$ cat src/rtl/cpu_types_pkg.sv
// rtl/cpu_types_pkg.sv - shared types for the unified-RAM memory arbiter
// Purpose: arbiter FSM state encoding and the internal request record used
//          for both the fetch and the data requester.
// Contents: arb_state_t {IDLE, ISSUE, WAIT, RESP}; mem_req_t {addr, wdata, be, we}.
package cpu_types;

  typedef enum logic [1:0] {
    IDLE  = 2'd0,
    ISSUE = 2'd1,
    WAIT  = 2'd2,
    RESP  = 2'd3
  } arb_state_t;

  typedef struct packed {
    logic [31:0] addr;
    logic [31:0] wdata;
    logic [3:0]  be;
    logic        we;
  } mem_req_t;

endpackage

$ cat src/rtl/mem_arb_priority.sv
// rtl/mem_arb_priority.sv - data-first grant logic with fetch starvation guard
// Purpose: decides which requester wins while the arbiter is idle and keeps
//          the count of consecutive data grants made while fetch was waiting.
// Ports:
//   clk, rst_n    clock, asynchronous active-low reset
//   if_req        fetch request pending
//   d_req         data request pending
//   if_flush      jump flush; blocks a fetch grant this cycle
//   grant_strobe  arbiter is idle and may grant this cycle
//   grant_if      fetch granted this cycle
//   grant_d       data granted this cycle
module mem_arb_priority
  import cpu_types::*;
#(
  parameter int MAX_DATA_STREAK = 4
) (
  input  logic clk,
  input  logic rst_n,
  input  logic if_req,
  input  logic d_req,
  input  logic if_flush,
  input  logic grant_strobe,
  output logic grant_if,
  output logic grant_d
);

  logic [3:0] streak_q;
  logic [3:0] streak_d;
  logic       force_if;

  always_comb begin
    // Fetch overrides data only when it could actually be granted; a flushed
    // fetch cannot use the slot, so data keeps it in that cycle.
    force_if = if_req && !if_flush && (streak_q >= 4'(MAX_DATA_STREAK));
    grant_d  = grant_strobe && d_req && !force_if;
    grant_if = grant_strobe && if_req && !if_flush && !grant_d;

    streak_d = streak_q;
    if (grant_d && if_req) begin
      if (streak_q < 4'(MAX_DATA_STREAK)) begin
        streak_d = streak_q + 4'd1;
      end
    end else if (grant_d || grant_if) begin
      streak_d = '0;
    end
  end

  always_ff @(posedge clk or negedge rst_n) begin
    if (!rst_n) begin
      streak_q <= '0;
    end else begin
      streak_q <= streak_d;
    end
  end

endmodule

$ cat src/rtl/memory_arbiter.sv
// rtl/memory_arbiter.sv - fetch/data arbiter for one single-port fixed-latency RAM
// Purpose: serialises fetch and data accesses with an IDLE/ISSUE/WAIT/RESP
//          transaction FSM, data first with a starvation guard for fetch, and
//          drops fetch responses killed by a jump flush.
// Optional feature: MEMORY_ARBITER_PERF_EN builds the perf_* counters;
//          without it the perf_* ports are tied to 0.
// Ports:
//   clk, rst_n                  clock, asynchronous active-low reset
//   if_req/if_addr/if_flush     fetch request, address, jump flush
//   if_rdata/if_valid           fetched word and its one-cycle valid
//   d_req/d_we/d_addr/d_wdata/d_byte_enable  data request
//   d_rdata/d_valid             read data / completion pulse
//   mem_req/mem_we/mem_address/mem_write/mem_byte_enable  RAM strobe and command
//   mem_read                    RAM read data, LATENCY cycles after mem_req
//   perf_if_grants/perf_d_grants/perf_if_stall  performance counters
module memory_arbiter
  import cpu_types::*;
#(
  parameter int LATENCY         = 2,
  parameter int MAX_DATA_STREAK = 4
) (
  input  logic        clk,
  input  logic        rst_n,
  input  logic        if_req,
  input  logic [31:0] if_addr,
  input  logic        if_flush,
  output logic [31:0] if_rdata,
  output logic        if_valid,
  input  logic        d_req,
  input  logic        d_we,
  input  logic [31:0] d_addr,
  input  logic [31:0] d_wdata,
  input  logic [3:0]  d_byte_enable,
  output logic [31:0] d_rdata,
  output logic        d_valid,
  output logic        mem_req,
  output logic        mem_we,
  output logic [31:0] mem_address,
  output logic [31:0] mem_write,
  output logic [3:0]  mem_byte_enable,
  input  logic [31:0] mem_read,
  output logic [31:0] perf_if_grants,
  output logic [31:0] perf_d_grants,
  output logic [31:0] perf_if_stall
);

  arb_state_t  state_q, state_d;
  mem_req_t    req_q, req_d;
  logic        grant_is_d_q, grant_is_d_d;
  logic [3:0]  cnt_q, cnt_d;
  logic        drop_q, drop_d;
  logic [31:0] if_rdata_q, if_rdata_d;
  logic [31:0] d_rdata_q, d_rdata_d;

  logic        grant_if;
  logic        grant_d;
  mem_req_t    if_cmd;
  mem_req_t    d_cmd;

  mem_arb_priority #(
    .MAX_DATA_STREAK(MAX_DATA_STREAK)
  ) u_priority (
    .clk          (clk),
    .rst_n        (rst_n),
    .if_req       (if_req),
    .d_req        (d_req),
    .if_flush     (if_flush),
    .grant_strobe (state_q == IDLE),
    .grant_if     (grant_if),
    .grant_d      (grant_d)
  );

  always_comb begin
    if_cmd = '{addr: if_addr, wdata: 32'h0, be: 4'b1111, we: 1'b0};
    d_cmd  = '{addr: d_addr, wdata: d_wdata, be: d_byte_enable, we: d_we};

    state_d      = state_q;
    req_d        = req_q;
    grant_is_d_d = grant_is_d_q;
    cnt_d        = cnt_q;
    drop_d       = drop_q;
    if_rdata_d   = if_rdata_q;
    d_rdata_d    = d_rdata_q;

    unique case (state_q)
      IDLE: begin
        if (grant_d) begin
          req_d        = d_cmd;
          grant_is_d_d = 1'b1;
          drop_d       = 1'b0;
          state_d      = ISSUE;
        end else if (grant_if) begin
          req_d        = if_cmd;
          grant_is_d_d = 1'b0;
          drop_d       = 1'b0;
          state_d      = ISSUE;
        end
      end
      ISSUE: begin
        if (!grant_is_d_q && if_flush) begin
          drop_d = 1'b1;
        end
        if (req_q.we) begin
          state_d = RESP;
        end else begin
          // LATENCY=1 lands straight in the capture cycle (WAIT with count 0).
          cnt_d   = 4'(LATENCY - 1);
          state_d = WAIT;
        end
      end
      WAIT: begin
        if (!grant_is_d_q && if_flush) begin
          drop_d = 1'b1;
        end
        if (cnt_q == 4'd0) begin
          if (grant_is_d_q) begin
            d_rdata_d = mem_read;
          end else begin
            if_rdata_d = mem_read;
          end
          state_d = RESP;
        end else begin
          cnt_d = cnt_q - 4'd1;
        end
      end
      RESP: begin
        state_d = IDLE;
      end
      default: begin
        state_d = IDLE;
      end
    endcase
  end

  always_ff @(posedge clk or negedge rst_n) begin
    if (!rst_n) begin
      state_q      <= IDLE;
      req_q        <= '0;
      grant_is_d_q <= 1'b0;
      cnt_q        <= '0;
      drop_q       <= 1'b0;
      if_rdata_q   <= '0;
      d_rdata_q    <= '0;
    end else begin
      state_q      <= state_d;
      req_q        <= req_d;
      grant_is_d_q <= grant_is_d_d;
      cnt_q        <= cnt_d;
      drop_q       <= drop_d;
      if_rdata_q   <= if_rdata_d;
      d_rdata_q    <= d_rdata_d;
    end
  end

  // Strobes decode the state register directly so an asynchronous reset
  // removes them in the same instant.
  assign mem_req         = (state_q == ISSUE);
  assign mem_we          = req_q.we;
  assign mem_address     = req_q.addr;
  assign mem_write       = req_q.wdata;
  assign mem_byte_enable = req_q.be;

  assign if_rdata = if_rdata_q;
  assign d_rdata  = d_rdata_q;
  // A flush arriving in the response cycle itself still suppresses the pulse.
  assign if_valid = (state_q == RESP) && !grant_is_d_q && !drop_q && !if_flush;
  assign d_valid  = (state_q == RESP) && grant_is_d_q;

`ifdef MEMORY_ARBITER_PERF_EN
  logic [31:0] perf_if_grants_q, perf_if_grants_d;
  logic [31:0] perf_d_grants_q, perf_d_grants_d;
  logic [31:0] perf_if_stall_q, perf_if_stall_d;

  always_comb begin
    perf_if_grants_d = perf_if_grants_q;
    perf_d_grants_d  = perf_d_grants_q;
    perf_if_stall_d  = perf_if_stall_q;
    if (grant_if) begin
      perf_if_grants_d = perf_if_grants_q + 32'd1;
    end
    if (grant_d) begin
      perf_d_grants_d = perf_d_grants_q + 32'd1;
    end
    if (if_req && !grant_if) begin
      perf_if_stall_d = perf_if_stall_q + 32'd1;
    end
  end

  always_ff @(posedge clk or negedge rst_n) begin
    if (!rst_n) begin
      perf_if_grants_q <= '0;
      perf_d_grants_q  <= '0;
      perf_if_stall_q  <= '0;
    end else begin
      perf_if_grants_q <= perf_if_grants_d;
      perf_d_grants_q  <= perf_d_grants_d;
      perf_if_stall_q  <= perf_if_stall_d;
    end
  end

  assign perf_if_grants = perf_if_grants_q;
  assign perf_d_grants  = perf_d_grants_q;
  assign perf_if_stall  = perf_if_stall_q;
`else
  assign perf_if_grants = 32'd0;
  assign perf_d_grants  = 32'd0;
  assign perf_if_stall  = 32'd0;
`endif

endmodule

$ cat config.mk
export PLATFORM = sky130hd
export DESIGN_NAME = memory_arbiter
export DESIGN_NICKNAME = d
export VERILOG_FILES = /design/src/rtl/cpu_types_pkg.sv /design/src/rtl/mem_arb_priority.sv /design/src/rtl/memory_arbiter.sv
export SDC_FILE = /design/constraint.sdc
export NUM_CORES = 1
export LEC_CHECK = 0
export ABC_AREA = 1
export ABC_CLOCK_PERIOD_IN_PS = 1600
export CAP_MARGIN = 20
export CORE_AREA = 2 2 143 145
export DETAILED_ROUTE_END_ITERATION = 16
export DIE_AREA = 0 0 145 147
export HOLD_SLACK_MARGIN = 0.1
export PLACE_DENSITY = 0.76
export SYNTH_ARGS = -nofsm -noshare
export SYNTH_HDL_FRONTEND = slang
export SYNTH_SLANG_ARGS = --single-unit
$ cat constraint.sdc
create_clock -name clk -period 1.6 [get_ports clk]
set_input_delay 0.32 -clock clk [delete_from_list [all_inputs] [get_ports clk]]
set_output_delay 0.32 -clock clk [all_outputs]
set_load 0.02 [all_outputs]
# Word-level counts from Yosys, hierarchy flattened
# Index checks and enable logic that the tools add are counted.
dict set report totals {
  reg_bits 145
  input_bits 138
  output_inout_bits 232
  word_cells 76
}
dict set report op_classes {
  n_addsub 2
  order_cmp 2
  n_eq_ne 9
  muxes 18
  bitwise_logic 1
  n_reduce_logical 33
}
# op n
set ops {}
lappend ops {{2-to-1 mux 69 bit} 2}
lappend ops {{2-to-1 mux 4 bit} 5}
lappend ops {{logical AND 1 bit} 13}
lappend ops {{AND reduction 3 bit} 4}
lappend ops {{inequality test 2 bit, second input constant} 4}
lappend ops {{case mux 2 bit (4 select lines)} 1}
lappend ops {{case mux 4 bit (2 select lines)} 1}
lappend ops {{nonzero test 2 bit} 4}
lappend ops {{2-to-1 mux 2 bit} 3}
lappend ops {{AND reduction 2 bit} 3}
lappend ops {{zero test 1 bit} 5}
lappend ops {{2-to-1 mux 1 bit} 5}
lappend ops {{adder 4 x 1 -> 4 bit, second input constant} 1}
lappend ops {{equality test 2 bit, second input constant} 2}
lappend ops {{>= comparator 4 x 3 -> 1 bit, second input constant} 1}
lappend ops {{zero test 4 bit} 1}
lappend ops {{< comparator 4 x 3 -> 1 bit, second input constant} 1}
lappend ops {{subtractor 4 x 1 -> 4 bit, second input constant} 1}
lappend ops {{inequality test 3 bit, second input constant} 1}
lappend ops {{equality test 2 x 1 -> 1 bit, second input constant} 1}
lappend ops {{zero test 2 bit} 1}
lappend ops {{inequality test 2 x 1 -> 1 bit, second input constant} 1}
lappend ops {{case mux 1 bit (2 select lines)} 1}
lappend ops {{OR reduction 2 bit} 1}
lappend ops {{2 further kinds} 2}

# Logic depth before layout (Yosys ltp)
# Gate-level depths: netlist (run 1).
dict set report logic_depth {
  depth_word 10
  mapped_depth 10
  mapped_depth_nobuf 9
}

# Modules after synthesis
# A second synthesis (run 1) with hierarchy kept.
dict set report unflattened {
  cells_unflattened 694
  area_unflattened_um2 6636.4
}
# module n_inst cells_per_inst area_each_um2 seq_area_each_um2
set by_module_without_submodules {}
lappend by_module_without_submodules {memory_arbiter 1 661 6389.9 3528.4}
lappend by_module_without_submodules {mem_arb_priority 1 33 246.5 100.1}

# Least setup slack after synthesis (run 1)
# OpenSTA, ideal clock, no wires.
dict set report synth_timing {
  kind {register to register}
  from {register state_q[0]}
  to {register if_rdata_q[10] (netlist: if_rdata[10])}
  setup_time_ps 121
  arrival_time_ps 1413
  t_required_ps 1479
  slack_ps 67
  path_stages_with_launch 8
  path_buffers 2
  synth_period_minus_slack_ps 1533
  cell_sequence {dfrtp_1 > inv_1 > ha_1 > nand4_2 > buf_4 > buf_2 > o21ai_1 > nand2_1}
}
dict set report synth_via {
  elab_chain_len 2
}
# element line
set synth_rtl {}
lappend synth_rtl {{start: declaration} memory_arbiter.sv:47} ;# arb_state_t state_q, state_d;
lappend synth_rtl {{start signal: assignment} memory_arbiter.sv:145} ;# state_q <= state_d;
lappend synth_rtl {{equality test 2 bit} memory_arbiter.sv:85} ;# unique case (state_q)
lappend synth_rtl {{AND reduction 3 bit (no line)} n/a}
lappend synth_rtl {{end signal: assignment} memory_arbiter.sv:150} ;# if_rdata_q <= if_rdata_d;
lappend synth_rtl {{end: declaration} memory_arbiter.sv:52} ;# logic [31:0] if_rdata_q, if_rdata_d;
# No other way between the ends.
# A chain may end at the register's enable or synchronous reset.

# Worst setup path after layout (run 1)
dict set report layout_timing {
  from {register state_q[1]}
  to {register req_q (netlist bit mem_address[24])}
}
dict set report layout_via {
  elab_chain_len 7
  elab_cells_between_ends 10
  classes_between {mux: 1; reduce/logical: 9}
}
# element line
set layout_rtl {}
lappend layout_rtl {{zero test 2 bit *} {memory_arbiter.sv:68, memory_arbiter.sv:85}}
lappend layout_rtl {{logical AND 1 bit (2 in series)} mem_arb_priority.sv:35} ;# grant_d = grant_strobe && d_req && !force_if;
lappend layout_rtl {{zero test 1 bit} mem_arb_priority.sv:36} ;# grant_if = grant_strobe && if_req && !if_flush && !grant_d;
lappend layout_rtl {{logical AND 1 bit} mem_arb_priority.sv:36}
lappend layout_rtl {{nonzero test 2 bit (no line)} n/a}
lappend layout_rtl {{AND reduction 2 bit (no line)} n/a}
lappend layout_rtl {{end signal: assignment} memory_arbiter.sv:146} ;# req_q <= req_d;
lappend layout_rtl {{end: declaration} memory_arbiter.sv:48} ;# mem_req_t req_q, req_d;
# Mark *: on every way between the ends. The rest lies on a longest branch, timed or not.

==> results by group, run 1 <==
Detailed routing
  • Starting DRC count in detailed routing: 210
  • Vias post-DR: 6669
  • Via density: around 4.7
  • Drc violations: 0
  • First-pass iteration count of the detailed router: 4
  • Avg WL per Cell: 16.5 um
  • Post-DRT Antenna Nets: 0
  • Drt total wl: approximately 23 mm

Power and ir drop
  • Combinational power share: 52.9%
  • Clock power frac: between 10% and 20%
  • Sw frac: 42.3%
  • P_int: approximately 0.013 W
  • Reg power frac: between 20% and 30%
  • Peak VDD IR: a little under 1 mV
  • Leak: 5.48 nW
  • PwrDens: between 1500 and 2000 nW/um^2
  • Switching power: between 0.009 and 0.01 W
  • Pwr Total: 0.0229 W

Worst setup path
  • Crit. path cell count: 10
  • R2r startpoint: state_q[1]
  • Delay-heaviest family, CP: buffers and inverters
  • WP data required: about 1900 ps
  • Critical path arrival: 2060 ps
  • Worst r2r dst: mem_address[24]
  • CP dominant cell by count: buf_6
  • Worst path cell trace: buf_6 > buf_6 > inv_8 > ha_4 > nand2_4 > clkinv_8 > buf_12 > clkbuf_16 > nand3_1 > a21oi_1
  • Critical path origin: state_q[1]
  • Worst R2R Setup Slack: -130 ps
  • CP max stage cell: dfrtp_1
  • Setup crit start kind: register
  • WP buf/inv: 6
  • Critical path class: register to register
  • R2r worst-path depth: 10
  • Max incr delay on CP: around 420 ps
  • CP max FO: 7
  • Crit. End Element: register
  • CP endpoint: mem_address[24]

Final layout
  • Synth-to-Final Area Change: 70.2%
  • Nets: between 1000 and 1500
  • Ant. Diodes: 0
  • Number of fill cells: about 1700
  • Layout cells sized above 1: 24.3%

Flow run
  • Max Cap Viol: 0

Logic synthesis
  • Synth warn: 0
  • Mapped Area: ~7000 um^2
  • Register area share after synthesis: about 52%
  • EDFF count, synth: 0
  • Area leader, netlist: dfrtp_1
  • Syn Area/Cell: just under 9 um^2
  • Most common cell in the synthesized netlist: nand2_1
  • Synthesized flop and latch total: approximately 150
  • Top post-synthesis cells by area: dfrtp_1 (52%), nand2_1 (12%), buf_4 (11%)
  • Primary FF master, synth: dfrtp_1
  • Top cell type's share of synthesized area: between 50% and 60%
  • Post-synth ARST share: 100%
  • Distinct cell type count of the synthesized netlist: 26
  • Mapped Cells: 808
  • Commonest cells post-synth: nand2_1 (224), dfrtp_1 (145), buf_4 (101)

STA
  • Final WS setup: -131 ps
  • Final Hold Fails: 0
  • Fmax: a little under 0.6 GHz
  • Slew Viols, Final: 0
  • Period utilization: 108%
  • Final setup TNS: -2040 ps
  • Worst Clk Skew: between 10 and 15 ps
  • Setup-failing EPs final: 45
  • RSZ-0062 raised after global routing: true
  • Worst hold slack: 405 ps
  • Final min period: about 1700 ps

Clocking
  • CTS tree: built
  • Maximum clock insertion buffer count: 2
  • # clock sinks: 145
  • Clock latency on the worst-skew pair: a little over 400 ps
  • Htree depth: 4
  • CTS Buf Count: 17
  • CTS clk-pin slew, worst paths: about 60 ps
  • CTS root buf: clkbuf_16

Status
  • Violated checks: setup timing
  • Status: finished, violations left

Placement
  • IO Port Bufs: 273
  • GPL Wtd Cong: roughly 0.81
  • Worst slack at placement: -401 ps
  • HPWL Detailed: between 10 and 15 mm

Die
  • Initial core utilization: 35.2%
  • Die height: 147 um
  • FP Rows: 52
  • Die Wd: approximately 150 um
  • Area of the die: ~21000 um^2
  • I/O Pins: 370
  • Core area: a little under 20000 um^2

GRT
  • Global-route wire length before repair: about 33 mm
  • GRT Overall Usage: between 10% and 20%
  • Largest net degree at the start of global routing: 39
  • Number of global-route vias before repair: about 6400
  • Initial antenna violation count: 0
  • Gr ovfl total: 0

Hold path
  • Hold/Removal Path Class: input pin to asynchronous set/reset pin
worst reg2reg max path: cells and delay by family, from the launching register on:
family,cells,cell delay (ps)
buffers and inverters,6,720
adders and majority gates,1,180
and+or+nand+nor,2,190
AOI/OAI and AO/OA,1,160
DFF,1,420
stage by stage:
stage,utilization [%],instances,cell area [um^2]
2_1_floorplan,-,903,7340
3_3_place_gp,50.5,1353,10000
3_5_place_dp,50.5,1353,10000
4_1_cts,54.3,1395,10800
5_1_grt,59.9,1412,11900
6_report,59.9,1412,11900
worst min-delay path by stage:
stage	from	endpoint	slack, ps
2_1_floorplan	rst_n	cnt_q[0]	20
3_3_place_gp	rst_n	d_rdata[4]	260
3_5_place_dp	rst_n	d_rdata[4]	260
4_1_cts	rst_n	d_rdata[4]	390
5_1_grt	rst_n	d_rdata[4]	420
6_report	rst_n	d_rdata[4]	410
layout make-up:
cell class	instances	area [um^2]	share of cell area, %
clock inverter	12	180	1.52
clock buffer	19	443	3.73
inverter	23	119	1.00
multi-input combinational	592	3440	28.9
sequential	145	3630	30.5
timing repair buffer	351	3740	31.5
tap	270	338	2.84
layout by cell type (no fill, tap or decap), drive strengths merged:
master | Yosys | layout
o21ai | 105 | 105
nand4 | 3 | 3
ha | 8 | 8
clkdlybuf4s15 | 0 | 1
clkinvlp | 0 | 2
clkinv | 0 | 5
nand2 | 228 | 228
dlygate4sd3 | 0 | 1
xor2 | 1 | 1
nor2 | 41 | 41
clkdlybuf4s50 | 0 | 136
xnor2 | 1 | 1
dfrtp | 145 | 145
nor3 | 1 | 1
inv | 23 | 24
dlygate4sd2 | 0 | 132
nand3 | 70 | 70
conb | 1 | 96
buf | 132 | 71
a21oi | 34 | 34
bufinv | 0 | 4
clkbuf | 11 | 29
o22ai | 4 | 4
flip-flops by register name, indices dropped and copies added (netlist names):
signal and count:
d_rdata 32, if_rdata 32, mem_address 32, mem_write 32, cnt_q 4, mem_byte_enable 4, u_priority.streak_q 4, state_q 2
drop_q 1, grant_is_d_q 1, mem_we 1
timing repair:
action / 4_1_cts / 5_1_grt
pin swaps: 20 / 61
setup buffers: 6 / 5
hold buffers: 1 / 0
cloned: 4 / 12
endpoints found under the hold margin: 29 / 0
setup endpoints to repair: 279 / 147
resized for setup: 196 / 201
cell families after synthesis:
kind of cell,Yosys count,share of synthesized area (%)
simple gates,343,20.2
buf+inv,166,15.2
other cells,1,0.0537
xor+xnor,2,0.251
compound gates,143,10.9
flops,145,52.0
fa+ha+maj,8,1.43
power by group through the flow:
stage               Sequential, W  Combinational (W)  Clock [W]
global route              0.00673             0.0129    0.00449
finish                    0.00652             0.0121    0.00425
CTS                       0.00643             0.0104    0.00433
global placement          0.00649             0.0107          0
detailed placement        0.00654             0.0109          0
floorplan                 0.00848            0.00364          0
per-layer routing:
| layer | share of wire (%) | vias up | GRT usage (%) | routed length [um] |
|---|---|---|---|---|
| li1 | - | 3084 | - | - |
| met1 | 36 | 3223 | 21.4 | 8440 |
| met2 | 53 | 319 | 34.3 | 12300 |
| met3 | 8.5 | 43 | 7.24 | 1980 |
| met4 | 2.7 | 0 | 6.88 | 639 |
| met5 | 0 | - | 0 | 0 |
Power figures use the tool's default switching activity.
==> run 2: changes to the inputs <==
- CAP_MARGIN: 20 -> unset
==> results of run 2 <==
Final layout, timing and power as in run 1 (identical DEF).
